**src/rtl/alu_pkg.sv**
```systemverilog
// Shared opcodes and FSM state encoding for the pipelined ALU.
package alu_pkg;

   localparam logic [3:0] OP_ADD  = 4'd0;
   localparam logic [3:0] OP_SUB  = 4'd1;
   localparam logic [3:0] OP_AND  = 4'd2;
   localparam logic [3:0] OP_OR   = 4'd3;
   localparam logic [3:0] OP_XOR  = 4'd4;
   localparam logic [3:0] OP_SLT  = 4'd5;
   localparam logic [3:0] OP_SLTU = 4'd6;
   localparam logic [3:0] OP_SLL  = 4'd7;
   localparam logic [3:0] OP_SRL  = 4'd8;
   localparam logic [3:0] OP_SRA  = 4'd9;
   localparam logic [3:0] OP_MUL  = 4'd10;

   typedef enum logic {
      IDLE = 1'b0,
      MUL  = 1'b1
   } state_t;

endpackage

```
**src/rtl/alu_pipe_if.sv**
```systemverilog
// Operand and result channels of the pipelined ALU, plus its busy indication.
interface alu_pipe_if #(
   parameter int WIDTH = 8,
   parameter int TAG_W = 4
);

   logic             in_valid;
   logic             in_ready;
   logic [WIDTH-1:0] in_a;
   logic [WIDTH-1:0] in_b;
   logic [3:0]       in_op;
   logic [TAG_W-1:0] in_tag;
   logic             out_valid;
   logic             out_ready;
   logic [WIDTH-1:0] out_y;
   logic             out_carry;
   logic             out_ovf;
   logic             out_zero;
   logic [TAG_W-1:0] out_tag;
   logic             busy;

   // The ALU side of the channels.
   modport slave (
      input  in_valid, in_a, in_b, in_op, in_tag, out_ready,
      output in_ready, out_valid, out_y, out_carry, out_ovf, out_zero, out_tag, busy
   );

   // The producer/consumer side of the channels.
   modport master (
      output in_valid, in_a, in_b, in_op, in_tag, out_ready,
      input  in_ready, out_valid, out_y, out_carry, out_ovf, out_zero, out_tag, busy
   );

endinterface

```
**src/rtl/alu_mul_seq.sv**
```systemverilog
// Iterative unsigned shift-add multiplier: one partial product per clock,
// WIDTH steps per multiply. done_o is combinational on the final step so the
// caller can capture product_o on the same edge that retires the last step.
module alu_mul_seq #(
   parameter int WIDTH = 8
) (
   input  logic                 clk,
   input  logic                 rst_n,
   input  logic                 start_i,
   input  logic [WIDTH-1:0]     a_i,
   input  logic [WIDTH-1:0]     b_i,
   output logic                 done_o,
   output logic [2*WIDTH-1:0]   product_o
);

   localparam int CW = $clog2(WIDTH);

   logic               active_q;
   logic [CW-1:0]      cnt_q;
   logic [2*WIDTH-1:0] mcand_q;
   logic [WIDTH-1:0]   mplier_q;
   logic [2*WIDTH-1:0] acc_q;
   logic [2*WIDTH-1:0] acc_d;

   // Accumulate the shifted multiplicand when the current multiplier bit is set.
   always_comb begin
      acc_d = acc_q;
      if (mplier_q[0]) begin
         acc_d = acc_q + mcand_q;
      end
   end

   assign done_o    = active_q && (cnt_q == '0);
   assign product_o = acc_d;

   // Load operands on start, then step once per clock until the counter runs out.
   always_ff @(posedge clk or negedge rst_n) begin
      if (!rst_n) begin
         active_q <= 1'b0;
         cnt_q    <= '0;
         mcand_q  <= '0;
         mplier_q <= '0;
         acc_q    <= '0;
      end else if (start_i) begin
         active_q <= 1'b1;
         cnt_q    <= CW'(WIDTH - 1);
         mcand_q  <= {{WIDTH{1'b0}}, a_i};
         mplier_q <= b_i;
         acc_q    <= '0;
      end else if (active_q) begin
         acc_q    <= acc_d;
         mcand_q  <= mcand_q << 1;
         mplier_q <= mplier_q >> 1;
         if (cnt_q == '0) begin
            active_q <= 1'b0;
         end else begin
            cnt_q <= cnt_q - CW'(1);
         end
      end
   end

endmodule

```
**src/rtl/alu_pipe.sv**
```systemverilog
// Registered WIDTH-bit ALU with valid/ready operand and result channels.
// Single-cycle ops land in the output register one edge after acceptance;
// MUL runs on the sequential multiplier and lands WIDTH edges later.
module alu_pipe
   import alu_pkg::*;
#(
   parameter int WIDTH  = 8,
   parameter int TAG_W  = 4,
   parameter bit MUL_EN = 1'b1
) (
   input  logic     clk,
   input  logic     rst_n,
   alu_pipe_if.slave bus
);

   localparam int SHW = $clog2(WIDTH);

   state_t             state_q, state_d;
   logic               inReady;
   logic               accept;
   logic               isMul;
   logic               mulDone;
   logic [2*WIDTH-1:0] mulProduct;
   logic [TAG_W-1:0]   mulTag_q;

   logic [WIDTH:0]     sum;
   logic [WIDTH-1:0]   diff;
   logic [SHW-1:0]     shamt;
   logic [WIDTH-1:0]   resY;
   logic               resCarry;
   logic               resOvf;

   logic               outValid_q, outValid_d;
   logic [WIDTH-1:0]   outY_q, outY_d;
   logic               outCarry_q, outCarry_d;
   logic               outOvf_q, outOvf_d;
   logic [TAG_W-1:0]   outTag_q, outTag_d;

   assign inReady = (state_q == IDLE) && (!outValid_q || bus.out_ready);
   assign isMul   = MUL_EN && (bus.in_op == OP_MUL);
   assign accept  = bus.in_valid && inReady;

   assign sum   = {1'b0, bus.in_a} + {1'b0, bus.in_b};
   assign diff  = bus.in_a - bus.in_b;
   assign shamt = SHW'(32'(bus.in_b[SHW-1:0]) % WIDTH);

   // Single-cycle result and flags for the op currently on the input channel.
   always_comb begin
      resY     = '0;
      resCarry = 1'b0;
      resOvf   = 1'b0;
      case (bus.in_op)
         OP_ADD: begin
            resY     = sum[WIDTH-1:0];
            resCarry = sum[WIDTH];
            resOvf   = ~(bus.in_a[WIDTH-1] ^ bus.in_b[WIDTH-1]) & (sum[WIDTH-1] ^ bus.in_a[WIDTH-1]);
         end
         OP_SUB: begin
            resY     = diff;
            resCarry = (bus.in_a >= bus.in_b);
            resOvf   = (bus.in_a[WIDTH-1] ^ bus.in_b[WIDTH-1]) & (diff[WIDTH-1] ^ bus.in_a[WIDTH-1]);
         end
         OP_AND:  resY = bus.in_a & bus.in_b;
         OP_OR:   resY = bus.in_a | bus.in_b;
         OP_XOR:  resY = bus.in_a ^ bus.in_b;
         OP_SLT:  resY = {{(WIDTH-1){1'b0}}, ($signed(bus.in_a) < $signed(bus.in_b))};
         OP_SLTU: resY = {{(WIDTH-1){1'b0}}, (bus.in_a < bus.in_b)};
         OP_SLL:  resY = bus.in_a << shamt;
         OP_SRL:  resY = bus.in_a >> shamt;
         OP_SRA:  resY = $unsigned($signed(bus.in_a) >>> shamt);
         default: resY = '0;
      endcase
   end

   alu_mul_seq #(
      .WIDTH (WIDTH)
   ) u_mul (
      .clk       (clk),
      .rst_n     (rst_n),
      .start_i   (accept && isMul),
      .a_i       (bus.in_a),
      .b_i       (bus.in_b),
      .done_o    (mulDone),
      .product_o (mulProduct)
   );

   // FSM state register.
   always_ff @(posedge clk or negedge rst_n) begin
      if (!rst_n) begin
         state_q <= IDLE;
      end else begin
         state_q <= state_d;
      end
   end

   // Enter MUL when a multiply is accepted, leave on the multiplier's last step.
   always_comb begin
      state_d = state_q;
      case (state_q)
         IDLE:    if (accept && isMul) state_d = MUL;
         MUL:     if (mulDone) state_d = IDLE;
         default: state_d = IDLE;
      endcase
   end

   // Hold the multiply's tag until its product is ready.
   always_ff @(posedge clk or negedge rst_n) begin
      if (!rst_n) begin
         mulTag_q <= '0;
      end else if (accept && isMul) begin
         mulTag_q <= bus.in_tag;
      end
   end

   // Output register: a new load takes priority over a drain in the same cycle.
   always_comb begin
      outValid_d = outValid_q;
      outY_d     = outY_q;
      outCarry_d = outCarry_q;
      outOvf_d   = outOvf_q;
      outTag_d   = outTag_q;
      if (accept && !isMul) begin
         outValid_d = 1'b1;
         outY_d     = resY;
         outCarry_d = resCarry;
         outOvf_d   = resOvf;
         outTag_d   = bus.in_tag;
      end else if (mulDone) begin
         outValid_d = 1'b1;
         outY_d     = mulProduct[WIDTH-1:0];
         outCarry_d = |mulProduct[2*WIDTH-1:WIDTH];
         outOvf_d   = 1'b0;
         outTag_d   = mulTag_q;
      end else if (outValid_q && bus.out_ready) begin
         outValid_d = 1'b0;
      end
   end

   // Output register state.
   always_ff @(posedge clk or negedge rst_n) begin
      if (!rst_n) begin
         outValid_q <= 1'b0;
         outY_q     <= '0;
         outCarry_q <= 1'b0;
         outOvf_q   <= 1'b0;
         outTag_q   <= '0;
      end else begin
         outValid_q <= outValid_d;
         outY_q     <= outY_d;
         outCarry_q <= outCarry_d;
         outOvf_q   <= outOvf_d;
         outTag_q   <= outTag_d;
      end
   end

   assign bus.in_ready  = inReady;
   assign bus.out_valid = outValid_q;
   assign bus.out_y     = outY_q;
   assign bus.out_carry = outCarry_q;
   assign bus.out_ovf   = outOvf_q;
   assign bus.out_zero  = (outY_q == '0);
   assign bus.out_tag   = outTag_q;
   assign bus.busy      = (state_q == MUL);

endmodule

```
**src/flat_wrapper.sv**
```systemverilog
// flat-port wrapper written by rule: the top's interface ports become plain ports
module alu_pipe_flat import alu_pkg::*;
#(
   parameter int WIDTH  = 8,
   parameter int TAG_W  = 4,
   parameter bit MUL_EN = 1'b1
)
  (clk, rst_n, bus_in_valid, bus_in_a, bus_in_b, bus_in_op, bus_in_tag, bus_out_ready, bus_in_ready, bus_out_valid, bus_out_y, bus_out_carry, bus_out_ovf, bus_out_zero, bus_out_tag, bus_busy);
  alu_pipe_if #(.WIDTH(WIDTH), .TAG_W(TAG_W)) bus_i ();
  input  logic clk;
  input  logic rst_n;
  input wire logic [$bits(bus_i.in_valid)-1:0] bus_in_valid;
  input wire logic [$bits(bus_i.in_a)-1:0] bus_in_a;
  input wire logic [$bits(bus_i.in_b)-1:0] bus_in_b;
  input wire logic [$bits(bus_i.in_op)-1:0] bus_in_op;
  input wire logic [$bits(bus_i.in_tag)-1:0] bus_in_tag;
  input wire logic [$bits(bus_i.out_ready)-1:0] bus_out_ready;
  output wire logic [$bits(bus_i.in_ready)-1:0] bus_in_ready;
  output wire logic [$bits(bus_i.out_valid)-1:0] bus_out_valid;
  output wire logic [$bits(bus_i.out_y)-1:0] bus_out_y;
  output wire logic [$bits(bus_i.out_carry)-1:0] bus_out_carry;
  output wire logic [$bits(bus_i.out_ovf)-1:0] bus_out_ovf;
  output wire logic [$bits(bus_i.out_zero)-1:0] bus_out_zero;
  output wire logic [$bits(bus_i.out_tag)-1:0] bus_out_tag;
  output wire logic [$bits(bus_i.busy)-1:0] bus_busy;
  assign bus_i.in_valid = bus_in_valid;
  assign bus_i.in_a = bus_in_a;
  assign bus_i.in_b = bus_in_b;
  assign bus_i.in_op = bus_in_op;
  assign bus_i.in_tag = bus_in_tag;
  assign bus_i.out_ready = bus_out_ready;
  assign bus_in_ready = bus_i.in_ready;
  assign bus_out_valid = bus_i.out_valid;
  assign bus_out_y = bus_i.out_y;
  assign bus_out_carry = bus_i.out_carry;
  assign bus_out_ovf = bus_i.out_ovf;
  assign bus_out_zero = bus_i.out_zero;
  assign bus_out_tag = bus_i.out_tag;
  assign bus_busy = bus_i.busy;
  alu_pipe #(.WIDTH(WIDTH), .TAG_W(TAG_W), .MUL_EN(MUL_EN)) u_core (.clk(clk), .rst_n(rst_n), .bus(bus_i));
endmodule
```
**config.mk**
```make
export PLATFORM = sky130hd
export DESIGN_NAME = alu_pipe_flat
export DESIGN_NICKNAME = d
export VERILOG_FILES = /design/src/rtl/alu_pkg.sv /design/src/rtl/alu_pipe_if.sv /design/src/rtl/alu_mul_seq.sv /design/src/rtl/alu_pipe.sv /design/src/flat_wrapper.sv
export SDC_FILE = /design/constraint.sdc
export NUM_CORES = 1
export LEC_CHECK = 0
export CAP_MARGIN = 30
export CORE_UTILIZATION = 30
export DETAILED_ROUTE_END_ITERATION = 12
export GPL_TIMING_DRIVEN = 0
export PLACE_DENSITY = 0.55
export SLEW_MARGIN = 20
export SYNTH_ARGS = -nofsm -noshare
export SYNTH_HDL_FRONTEND = slang
export SYNTH_SLANG_ARGS = --single-unit
```
**constraint.sdc**
```tcl
create_clock -name clk -period 3.2 [get_ports clk]
set_input_delay 0.64 -clock clk [delete_from_list [all_inputs] [get_ports clk]]
set_output_delay 0.64 -clock clk [all_outputs]
set_load 0.1 [all_outputs]
```
; ---- After elaboration in Yosys (flattened, before gate mapping)
; Index checks and enable logic that the tools add are counted.
[classes]
add_sub_neg = 4
mul = 0
div = 0
order_cmp = 3
n_eq_ne = 11
n_shift = 3
mux = 30
bitwise = 10
reduce_logical = 17
[ops]
columns = op, count
row1 = 2-to-1 mux 16 bit, 5
row2 = one-hot mux 8 bit (10 select lines), 1
row3 = 2-to-1 mux 8 bit, 4
row4 = adder 16 bit, 1
row5 = "== test 4 x 3 -> 1 bit, second input constant", 4
row6 = less-than comparator 8 bit, 2
row7 = "== test 4 bit, second input constant", 3
row8 = 2-to-1 mux 1 bit, 12
row9 = adder 8 x 8 -> 9 bit, 1
row10 = 2-to-1 mux 3 bit, 3
row11 = bitwise AND 8 bit, 1
row12 = "== test 4 x 2 -> 1 bit, second input constant", 2
row13 = >= comparator 8 bit, 1
row14 = logical NOT 8 bit, 1
row15 = 2-to-1 mux 4 bit, 2
row16 = OR 8 bit, 1
row17 = OR reduction 8 bit, 1
row18 = left shift 8 x 3 -> 8 bit, 1
row19 = >> shifter 8 x 3 -> 8 bit, 1
row20 = >>> shifter 8 x 3 -> 8 bit, 1
row21 = subtractor 8 bit, 1
row22 = XOR 8 bit, 1
row23 = logical AND 1 bit, 6
row24 = one-hot mux 1 bit (2 select lines), 3
row25 = 13 further kinds, 19
[totals]
register_bits = 64
latchBits = 0
ramBits = 0
rom_bits = 0
output_inout_bits = 18
word_cells = 90
mem_count = 0

; ---- Depth between registers and ports, before layout
; Gate-level depths: netlist of run 1.
[logic_depth]
word_depth = 7
mapped_depth = 11
ltp_nobuf = 11

; ---- Modules after synthesis
; From an unflattened synthesis of run 1, not the netlist that was laid out.
[hier_totals]
cells_unflattened = 693
hier_area_um2 = 5780.5
[modules_own_cells]
columns = module, n_inst, cells_per_inst, area_each_um2
row1 = alu_pipe, 1, 382, 2909.0
row2 = alu_mul_seq, 1, 311, 2871.5

; ---- Worst setup path after synthesis of run 1
; Ideal clock, no wire load.
[synth_timing]
kind = register to register
from = reg u_core.outValid_q, in the netlist u_core.bus.out_valid
to = reg u_core.outTag_q[0], in the netlist u_core.bus.out_tag[0]
setup_ps = 135
t_arrival_ps = 3350
required_ps = 3065
slack_ps = -285
stages_incl_launch_ff = 8
path_buffers = 2
synth_period_minus_slack_ps = 3485
cell_sequence = dfrtp_1 > nor2b_1 > nor2_1 > nand2_1 > nor2_1 > clkbuf_1 > clkbuf_1 > o21ai_0
[synth_via]
elab_chain_cells = 6
word_cells_on_any_way = 7
cone_classes = mux (1) / reduce/logical (6)
[synth_rtl]
columns = item, line_no
row1 = from (decl), alu_pipe.sv:33  ; logic outValid_q, outValid_d;
row2 = from (signal assigned), alu_pipe.sv:148  ; outValid_q <= outValid_d;
row3 = logical NOT 1 bit (*), alu_pipe.sv:39  ; assign inReady = (state_q == IDLE) && (!outValid_q || bus.out_ready);
row4 = logical OR 1 bit (*), alu_pipe.sv:39
row5 = logical AND 1 bit (*), alu_pipe.sv:39
row6 = via bus_in_ready, flat_wrapper.sv:18  ; output wire logic [$bits(bus_i.in_ready)-1:0] bus_in_ready;
row7 = logical AND 1 bit (*), alu_pipe.sv:41  ; assign accept = bus.in_valid && inReady;
row8 = logical AND 1 bit (*), alu_pipe.sv:122  ; if (accept && !isMul) begin
row9 = 2-to-1 mux 4 bit / nonzero test 2 bit (equally long branches), -
row10 = to (signal assigned), alu_pipe.sv:152  ; outTag_q <= outTag_d;
row11 = to (decl), alu_pipe.sv:37  ; logic [TAG_W-1:0] outTag_q, outTag_d;
; The timed path passes the listed nets; every way through them passes the cells marked *.
; A chain may end at the register's enable or synchronous reset.

; ---- Worst setup path in the final report of run 1
[layout_timing]
from = in bus_in_b[3]
to = reg u_core.outY_q[6], in the netlist u_core.bus.out_y[6]
[layout_via]
elab_chain_cells = 3
word_cells_on_any_way = 4
cone_classes = add/sub (2) / mux (2)
[layout_rtl]
columns = item, line_no
row1 = from (decl), flat_wrapper.sv:14  ; input wire logic [$bits(bus_i.in_b)-1:0] bus_in_b;
row2 = subtractor 8 bit / adder 8 x 8 -> 9 bit (equally long branches), "alu_pipe.sv:44, alu_pipe.sv:43"
row3 = one-hot mux 8 bit (10 select lines) (*), alu_pipe.sv:52  ; case (bus.in_op)
row4 = 2-to-1 mux 8 bit (*), alu_pipe.sv:122
row5 = to (signal assigned), alu_pipe.sv:149  ; outY_q <= outY_d;
row6 = to (decl), alu_pipe.sv:34  ; logic [WIDTH-1:0] outY_q, outY_d;
; Every way passes the cells marked *; elsewhere a longest branch is shown, timed or not.

==> impl_metrics.ini, run 1 <==
[critical_path]
end_kind = register
cp.required_ps = 3420
critPathBufInv = 3
r2r-end = u_core.bus.out_carry
rrSetupSlack_ps = 580
path_cells = clkdlybuf4s50_1 -> inv_1 -> ha_1 -> clkbuf_1 -> a21o_1 -> a21oi_1 -> o21bai_1 -> nand2_1 -> and4_1 -> o31a_1 -> o22a_1
critPathKind = input pin to register
arrival_ps = 3320
critPathMaxStageDelay_ps = 640
critPathMaxFanout = 9
cp_slowest_cell = clkdlybuf4s50_1
reg2regPathDepth = 10
start_kind = input pin
cp_top_family = buffers and inverters
worstReg2RegStart = u_core.u_mul.mcand_q[0]

[status]
status = finished, final reports clean

[placed_design]
portBuffers = 44
place.gp.congestion = 0.9289
hpwl_um = 12540
place_ws_ps = -751.7
place_area_um2 = 6108

[cts]
clock_latency_ps = 340
h-tree-depth = 3
numCtsBuffers = 9
clk_pin_slew_ps = 60
ctsHoldBuffers = 0
cts.sinks = 64
ctsRootBufferMaster = clkbuf_16
cts_buffer_depth = 2
cts_tree = done

[power]
leakage_uw = 0.002865
irDropWorstVdd_uv = 973.9
power_density_nw_per_um2 = 900.4

[floorplanning]
pin_count = 46
die_area_um2 = 18380
core_area_um2 = 17360
die_h_um = 135.6
initial_core_util_pct = 30.83
rows = 48
die_w_um = 135.6

[yosys]
yosys_register_bits = 64
synth_cells = 657
syn_nets = 731
yosysUniqueCellTypes = 66
ys_warn_count = 0
syn_area_um2 = 5351
yosysSeqAreaShare_pct = 29.93
postSynthAreaPerCell_um2 = 8.145
yosys.area.top_type = dfrtp_1
synth_top_area_share_pct = 29.93
synth.area.top_cells = dfrtp_1, ha_1, mux2i_1, nand2_1, a21oi_1
ys.flop_type = dfrtp_1
synth_enable_flop_cells = 0
async_flop_share_pct = 100.0

[timing]
relSlewSlack_pct = 34.00
setup_viol = 0
finalHoldViolations = 0
drv_slew = 0
fin_ws_ps = 103.7
post-route-period-util_pct = 96.76
clock_skew_ps = 5.444
hold-worst-slack_ps = 161.6
worst_slew_pin_slew_ps = 987.0
fin_crit_ps = 3096
rsz0062_at_grt = no
fmax_mhz = 323.0

[drt]
drtIter0Drc = 292
via_per_inst = 5.368
wire_per_inst_um = 17.44
vias = 5062
routed_wirelength_um = 16440
ant_nets = 0
post-route-drc-count = 0
dr.pass1.iters = 5

[run]
drv_cap = 0

[global_routing]
grt_pass1_wl_um = 26770
antenna_found_initial = 0
grt_max_degree = 52
grt_usage_pct = 18.87
grt_pass1_vias = 4925
grt-ovfl-total = 0

[finish]
antennaDiodeCount = 0
area_growth_pct = 21.77
design_area_um2 = 6516
layout.nets = 787
drive_gt1_share_pct = 6.964

[hold_path]
hp-class = input pin to async pin
==> cells in the final DEF, fill, tap and decap left out, types with 18 or more instances in the layout <==
| cell type | count |
|---|---|
| nand2_1 | 88 |
| nor2_1 | 64 |
| dfrtp_1 | 64 |
| a21oi_1 | 59 |
| o21ai_0 | 45 |
| ha_1 | 41 |
| mux2i_1 | 40 |
| clkdlybuf4s50_1 | 36 |
| inv_1 | 30 |
| clkbuf_1 | 23 |
| a211oi_1 | 18 |
==> synth_stat cells (8+ instances only) <==
cell / instances
clkbuf_1: 26
ha_1: 43
nand3_1: 8
nor2_1: 66
nor3_1: 13
o21ai_0: 45
dfrtp_1: 64
inv_1: 31
xnor2_1: 12
mux2i_1: 40
a21oi_1: 60
nand2_1: 88
a211oi_1: 20
a21o_1: 9
==> area by class of cell <==
| type | instances | area, um2 |
|---|---|---|
| Sequential cell | 64 | 1602 |
| Multi-Input combinational cell | 523 | 3507 |
| Fill cell | 1754 | 10840 |
| Buffer | 36 | 170.2 |
| Timing Repair Buffer | 47 | 480.5 |
| Clock inverter | 7 | 125.1 |
| Clock buffer | 9 | 225.2 |
| Tap cell | 225 | 281.5 |
| Inverter | 32 | 125.1 |
==> state kept, by name (all words and copies together) (netlist names), 3 cells and up <==
| name | cells |
|---|---|
| u_core.bus.out_tag | 4 |
| u_core.bus.out_y | 8 |
| u_core.mulTag_q | 4 |
| u_core.u_mul.acc_q | 16 |
| u_core.u_mul.cnt_q | 3 |
| u_core.u_mul.mcand_q | 16 |
| u_core.u_mul.mplier_q | 8 |
==> layer usage <==
layer | vias up | share of wire (%) | GRT usage, %
met5 | - | 0 | 0
met4 | 0 | 2.5 | 6.742
met3 | 29 | 5.0 | 3.517
met2 | 132 | 45 | 28.80
met1 | 2424 | 48 | 26.32
li1 | 2477 | - | -
==> metrics by stage <==
stage | util (%) | total power, uW | std cells | TNS, ps
after CTS | 37.34 | 5898 | 944 | 0
after global placement | 35.02 | 4688 | 926 | -56070
after detailed placement | 35.19 | 4693 | 928 | -4834
after global routing | 37.54 | 6277 | 943 | 0
after floorplan | - | 3877 | 657 | 0
final | 37.54 | 5867 | 943 | 0
==> how the worst max path moves through the flow <==
stage | start | to | slack, ps | cells past startpoint
finish | bus_in_b[3] | u_core.bus.out_y[6] | 100 | 11
global route | bus_in_b[0] | u_core.bus.out_carry | 5 | 11
CTS | bus_in_a[7] | u_core.bus.out_carry | 4 | 11
detailed placement | bus_in_b[1] | u_core.bus.out_y[3] | -750 | 9
global placement | bus_in_b[1] | u_core.bus.out_y[3] | -810 | 9
floorplan | u_core.bus.out_valid | u_core.bus.out_tag[0] | 250 | 7
==> cells by family (layout without fill, tap and decap cells) <==
family	after synthesis	in the layout	share of synthesized area (%)
buffers and inverters	70	131	5.331
AOI/OAI and AO/OA	196	196	23.38
adders and majority gates	46	46	11.18
and+or+nand+nor	218	218	18.24
muxes	43	43	8.534
xor gates and xnor gates	20	20	3.414
DFF	64	64	29.93
==> repair_timing <==
item / 4_1_cts / 5_1_grt
gates resized for setup: 14 / 14
cloned: 0 / 0
endpoints found under the setup margin: 8 / 9
endpoints found under the hold margin: 0 / 0
buffers inserted: 0 / 1
pin swaps: 0 / 4
==> worst register-to-register path, cell delays in order (launching register included) <==
cell and delay, ps:
dfrtp_1 410, ha_1 250, fa_1 410, a21o_1 220, nand4_1 140, a21oi_1 110, o31ai_1 290, xor2_1 180
a21oi_1 120, a211oi_1 190, a41oi_1 160
==> power by group <==
group / leakage, uW / switching (uW) / internal (uW) / total (uW)
logic: 0.00189 / 2100 / 1140 / 3240
registers: 0.000805 / 296 / 1170 / 1460
clock network: 0.000171 / 396 / 770 / 1170
total: 0.00286 / 2790 / 3070 / 5870
Power figures use the tool's default switching activity.
==> run 2: changes to the inputs <==
--- a/config.mk
+++ b/config.mk
@@ -10,6 +10,7 @@
 export DETAILED_ROUTE_END_ITERATION = 12
 export GPL_TIMING_DRIVEN = 0
 export PLACE_DENSITY = 0.55
+export SKIP_CTS_REPAIR_TIMING = 1
 export SLEW_MARGIN = 20
 export SYNTH_ARGS = -nofsm -noshare
 export SYNTH_HDL_FRONTEND = slang
==> run 2 against run 1 <==
  * Critical path depth fell by 1
  * Worst setup slack worse by 37 ps
  * Count of clock-buffer cells in the layout unchanged
  * First-iteration DRC count increased by 3.4%
  * Largest cell class unchanged
  * Clock power hardly changed
  * Sequential power is essentially flat
  * Sequential share of layout area is 0.16 points lower
  * Clock skew about the same
  * Cell area increased by 0.65%
  * Largest power group unchanged
==> impl_metrics.ini, run 2 (same netlist as run 1, synthesis figures left out) <==
[status]
status = finished, final reports clean

[timing]
finalHoldViolations = 0
setup_viol = 0
setup_tns_ps = 0
fmax_mhz = 319.2
relSlewSlack_pct = 33.73
clock_skew_ps = 5.373
post-route-period-util_pct = 97.92
fin_crit_ps = 3133
worst_slew_pin_slew_ps = 990.9
drv_slew = 0

[cts]
cts.sinks = 64
clock_latency_ps = 330
h-tree-depth = 3
cts_tree = done
clk_pin_slew_ps = 60
ctsRootBufferMaster = clkbuf_16
numCtsBuffers = 9
cts_buffer_depth = 2

[critical_path]
arrival_ps = 3370
start_kind = input pin
critPathKind = input pin to register
critPathMaxFanout = 10
cp.required_ps = 3440
reg2regPathDepth = 10
end_kind = register

[finish]
antennaDiodeCount = 0
layout_common_cells = nand2_1, nor2_1, dfrtp_1, a21oi_1, o21ai_0
area_growth_pct = 22.56
design_area_um2 = 6559
top_regs = u_core.u_mul.acc_q x16, u_core.u_mul.mcand_q x16
layout.nets = 790
layout_commonest_cell = nand2_1
drive_gt1_share_pct = 7.628

[drt]
vias = 5060
post-route-drc-count = 0
ant_nets = 0
via_per_inst = 5.349
drtIter0Drc = 302
routed_wirelength_um = 16560
dr.pass1.iters = 4
wire_per_inst_um = 17.51

[power]
leakage_uw = 0.002903
power_density_nw_per_um2 = 897.5
irDropWorstVdd_uv = 974.1

[global_routing]
antenna_found_initial = 0
grt-ovfl-total = 0
grt_pass1_vias = 4914
grt_usage_pct = 18.79
grt_max_degree = 52
grt_pass1_wl_um = 26670

[placed_design]
place_area_um2 = 6108
portBuffers = 44
hpwl_um = 12540
place.gp.congestion = 0.9289

[run]
drv_cap = 0

[hold_path]
hp-class = input pin to async pin

[floorplanning]
rows = 48
initial_core_util_pct = 30.83
die_area_um2 = 18380
die_h_um = 135.6
die_w_um = 135.6
core_area_um2 = 17360
pin_count = 46
[run 2: cell count changes in the layout (fill, tap and decap cells not counted), sizes merged]
cell | before | now
dlymetal6s2s | 3 | 7
clkinvlp | 0 | 2
clkinv | 2 | 1
clkbuf | 34 | 36
dlygate4sd2 | 4 | 0
[run 2: metrics by stage]
step | std cells | hold slack, ps | utilization (%) | power, uW | worst slack (ps)
4_1_cts | 944 | 164.3 | 37.21 | 5899 | -409.8
6_report | 946 | 162.8 | 37.79 | 5887 | 66.67
5_1_grt | 946 | 172.5 | 37.79 | 6288 | -23.67
3_5_place_dp | 928 | 466.4 | 35.19 | 4693 | -751.7
2_1_floorplan | 657 | 344.4 | - | 3877 | 245.2
3_3_place_gp | 926 | 465.9 | 35.02 | 4688 | -812.5
[run 2: path summary, 6_finish.rpt]
path                                    startpoint                       end  slack [ps]
hold / removal                               rst_n  u_core.u_mul.mplier_q[3]         160
setup reg to reg           u_core.u_mul.mcand_q[0]      u_core.bus.out_carry         580
max in group asynchronous                    rst_n       u_core.bus.out_y[2]        2520
setup / recovery                       bus_in_b[0]      u_core.bus.out_carry          70
hold reg to reg                 u_core.mulTag_q[2]        u_core.mulTag_q[2]         480
min in group clk                u_core.mulTag_q[2]        u_core.mulTag_q[2]         480
[run 2: per-layer routing]
metal	global-route usage (%)	routed length, um
met3	3.479	806
met5	0	0
met1	26.21	7986
met4	6.367	368
met2	28.85	7401
[run 2: area by class of cell]
| class | instances | area (um2) |
|---|---|---|
| Clock buffer | 9 | 225.2 |
| Multi-Input combinational cell | 523 | 3521 |
| Timing Repair inverter | 1 | 5.005 |
| Inverter | 32 | 123.9 |
| Fill cell | 1751 | 10800 |
| Sequential cell | 64 | 1602 |
| Tap cell | 225 | 281.5 |
| Buffer | 37 | 172.7 |
| Clock inverter | 7 | 125.1 |
| Timing Repair Buffer | 48 | 503.0 |
[run 2: power by group]
part / total, uW / leakage [uW] / internal, uW / switching (uW)
clock: 1170 / 0.000171 / 770 / 397
sequential: 1470 / 0.000805 / 1170 / 300
combinational: 3250 / 0.00193 / 1140 / 2110
[run 2: worst max-delay path: stages]
cell	delay, ps
clkdlybuf4s50_1	660
buf_4	250
clkbuf_4	250
inv_1	110
ha_1	350
nor4_1	280
a21oi_1	150
a211oi_2	360
nor2_1	100
a41oi_1	210
==> run 3: changes to the inputs <==
--- a/config.mk
+++ b/config.mk
@@ -11,7 +11,9 @@
 export GPL_TIMING_DRIVEN = 0
 export PLACE_DENSITY = 0.55
 export SKIP_CTS_REPAIR_TIMING = 1
+export SKIP_LAST_GASP = 1
 export SLEW_MARGIN = 20
 export SYNTH_ARGS = -nofsm -noshare
 export SYNTH_HDL_FRONTEND = slang
+export SYNTH_HIERARCHICAL = 1
 export SYNTH_SLANG_ARGS = --single-unit
==> run 3 against run 2 <==
  * First-iteration DRC count is 17% higher
  * Sequential cell count stayed put
  * Worst setup slack better by 63 ps
  * Critical path depth is 2 higher
  * Sequential share of layout area is 1.9 points lower
  * Power is 13% higher
  * Non-clock buffer count is 6 higher
  * Clock skew is 3.6 ps higher
  * Register-to-register slack worse by 450 ps
  * Combinational power is 25% higher
  * Fmax is 2.0% higher
  * Die area is 7.9% higher
  * Critical endpoint is now u_core/bus.out_carry
==> impl_metrics.ini, run 3 <==
[status]
status = finished, final reports clean

[floorplanning]
pin_count = 46
rows = 50
die_h_um = 140.8
die_w_um = 140.8
initial_core_util_pct = 30.80
die_area_um2 = 19830
core_area_um2 = 18770

[timing]
fmax_mhz = 325.7
hold-worst-slack_ps = 182.7
worst_slew_pin_slew_ps = 993.2
rsz0062_at_grt = yes
setup_tns_ps = 0
setup_viol = 0
finalHoldViolations = 0
relSlewSlack_pct = 33.58
drv_slew = 0
post-route-period-util_pct = 95.96
fin_crit_ps = 3071
fin_ws_ps = 129.4
clock_skew_ps = 9.014

[global_routing]
grtUsageMet2_pct = 30.19
grt_util_met1_pct = 25.92
antenna_found_initial = 0
use_met3_pct = 2.751
grt_usage_pct = 18.92
grt_max_degree = 47
grt-ovfl-total = 0
grt_pass1_vias = 5213
grt_pass1_wl_um = 28880
grt-busiest-layer = met2

[yosys]
yosys_register_bits = 64
yosysSeqAreaShare_pct = 27.71
yosysMostFrequentCell = nand2_1
synth_cells = 693
yosysUniqueCellTypes = 70
ys_top_cells_by_count = nand2_1, dfrtp_1, o21ai_0, nor2_1, mux2i_1
syn_area_um2 = 5781
ys.flop_type = dfrtp_1
async_flop_share_pct = 100.0
synth_enable_flop_cells = 0
ys_warn_count = 6
synth.area.top_cells = dfrtp_1, ha_1, mux2i_1, o21ai_0, nand2_1
yosys.area.top_type = dfrtp_1
postSynthAreaPerCell_um2 = 8.341
syn_nets = 767
synth_top_area_share_pct = 27.71

[placed_design]
hpwl_um = 13990
portBuffers = 44
place.gp.congestion = 0.8770
place_ws_ps = -1009
dp.cells = 972

[cts]
cts.sinks = 64
ctsRootBufferMaster = clkbuf_16
cts_buffer_depth = 2
cts_tree = done
clk_pin_slew_ps = 60
numCtsBuffers = 9
h-tree-depth = 3
clock_latency_ps = 340

[power]
power_density_nw_per_um2 = 934.2
irDropWorstVdd_uv = 345.1
leakage_uw = 0.003010

[critical_path]
crit_path_start = u_core/u_mul/mcand_q[0]
cp.required_ps = 3410
arrival_ps = 3280
path_cells = ha_4 -> fa_2 -> a211oi_4 -> o21bai_2 -> nand3_1 -> a31oi_2 -> or3_1 -> a31o_1 -> nor4_4 -> nand3_2 -> o21ai_2 -> a2bb2oi_1
r2r-end = u_core/bus.out_carry
critPathMaxStageDelay_ps = 440
start_kind = register
worstReg2RegStart = u_core/u_mul/mcand_q[0]
critPathMaxFanout = 4
rrSetupSlack_ps = 130
critPathKind = register to register
reg2regPathDepth = 12
crit_path_end = u_core/bus.out_carry
end_kind = register
cp_slowest_cell = dfrtp_2

[finish]
drive_gt1_share_pct = 10.66
antennaDiodeCount = 0
layout.nets = 829
num-fill-cells = 1972
instances_no_fill = 994
layout_common_cells = nand2_1, dfrtp_1, o21ai_0, nor2_1, mux2i_1
top_regs = u_core/u_mul/acc_q x16, u_core/u_mul/mcand_q x16
area_growth_pct = 22.97
layout_commonest_cell = nand2_1

[run]
drv_cap = 0

[hold_path]
hp-class = input pin to async pin

[drt]
via_per_inst = 5.549
drtIter0Drc = 354
ant_nets = 0
routed_wirelength_um = 18230
vias = 5516
dr.pass1.iters = 5
post-route-drc-count = 0
wire_per_inst_um = 18.34
-- run 3: worst min-delay path by stage --
| stage | from | endpoint | slack, ps |
|---|---|---|---|
| floorplan | rst_n | u_core/bus.busy | 340 |
| global placement | u_core/mulTag_q[1] | u_core/mulTag_q[1] | 460 |
| detailed placement | u_core/mulTag_q[1] | u_core/mulTag_q[1] | 470 |
| CTS | rst_n | u_core/u_mul/mcand_q[15] | 190 |
| global route | rst_n | u_core/u_mul/mcand_q[15] | 200 |
| finish | rst_n | u_core/u_mul/mcand_q[15] | 180 |
-- run 3: power breakdown --
part           total [uW]  switching [uW]  internal, uW  leakage (uW)
registers            1500             315          1190      0.000795
logic                4050            2570          1480       0.00206
clock network        1090             385           707      0.000159
-- run 3: layout make-up --
class | instances | area [um2] | area share, %
multi-input combinational | 559 | 4036 | 56.79
sequential | 64 | 1603 | 22.55
timing repair buffer | 52 | 553.0 | 7.780
tap | 234 | 292.8 | 4.119
clock buffer | 10 | 239.0 | 3.362
buffer | 39 | 173.9 | 2.447
inverter | 30 | 120.1 | 1.690
clock inverter | 6 | 90.09 | 1.267
-- run 3: critical path: cells and delay by family, from the launching register on --
family | cells | cell delay [ps]
and+or+nand+nor | 4 | 950
DFF | 1 | 440
adders and majority gates | 2 | 570
AOI/OAI and AO/OA | 6 | 1000
-- run 3: per-layer routing --
layer  vias to the layer above  wire length [um]
li1                       2688                 -
met1                      2635              8754
met2                       163              8252
met3                        30               769
met4                         0               455
met5                         -                 0
-- run 3: per-stage QoR --
stage | total power, uW | util, % | cell area, um2
finish | 6641 | 37.87 | 7108
global route | 7094 | 37.87 | 7108
CTS | 6498 | 36.64 | 6877
detailed placement | 5375 | 34.89 | 6548
global placement | 5345 | 34.72 | 6516
floorplan | 4427 | - | 5783
-- run 3: cell families after synthesis --
family	share of synthesized area, %
AND/OR/NAND/NOR	20.52
buffers and inverters	4.675
adder cells (fa/ha/maj)	10.35
XOR/XNOR	1.970
multiplexers	11.30
AO/OA/AOI/OAI	23.48
flip-flops	27.71
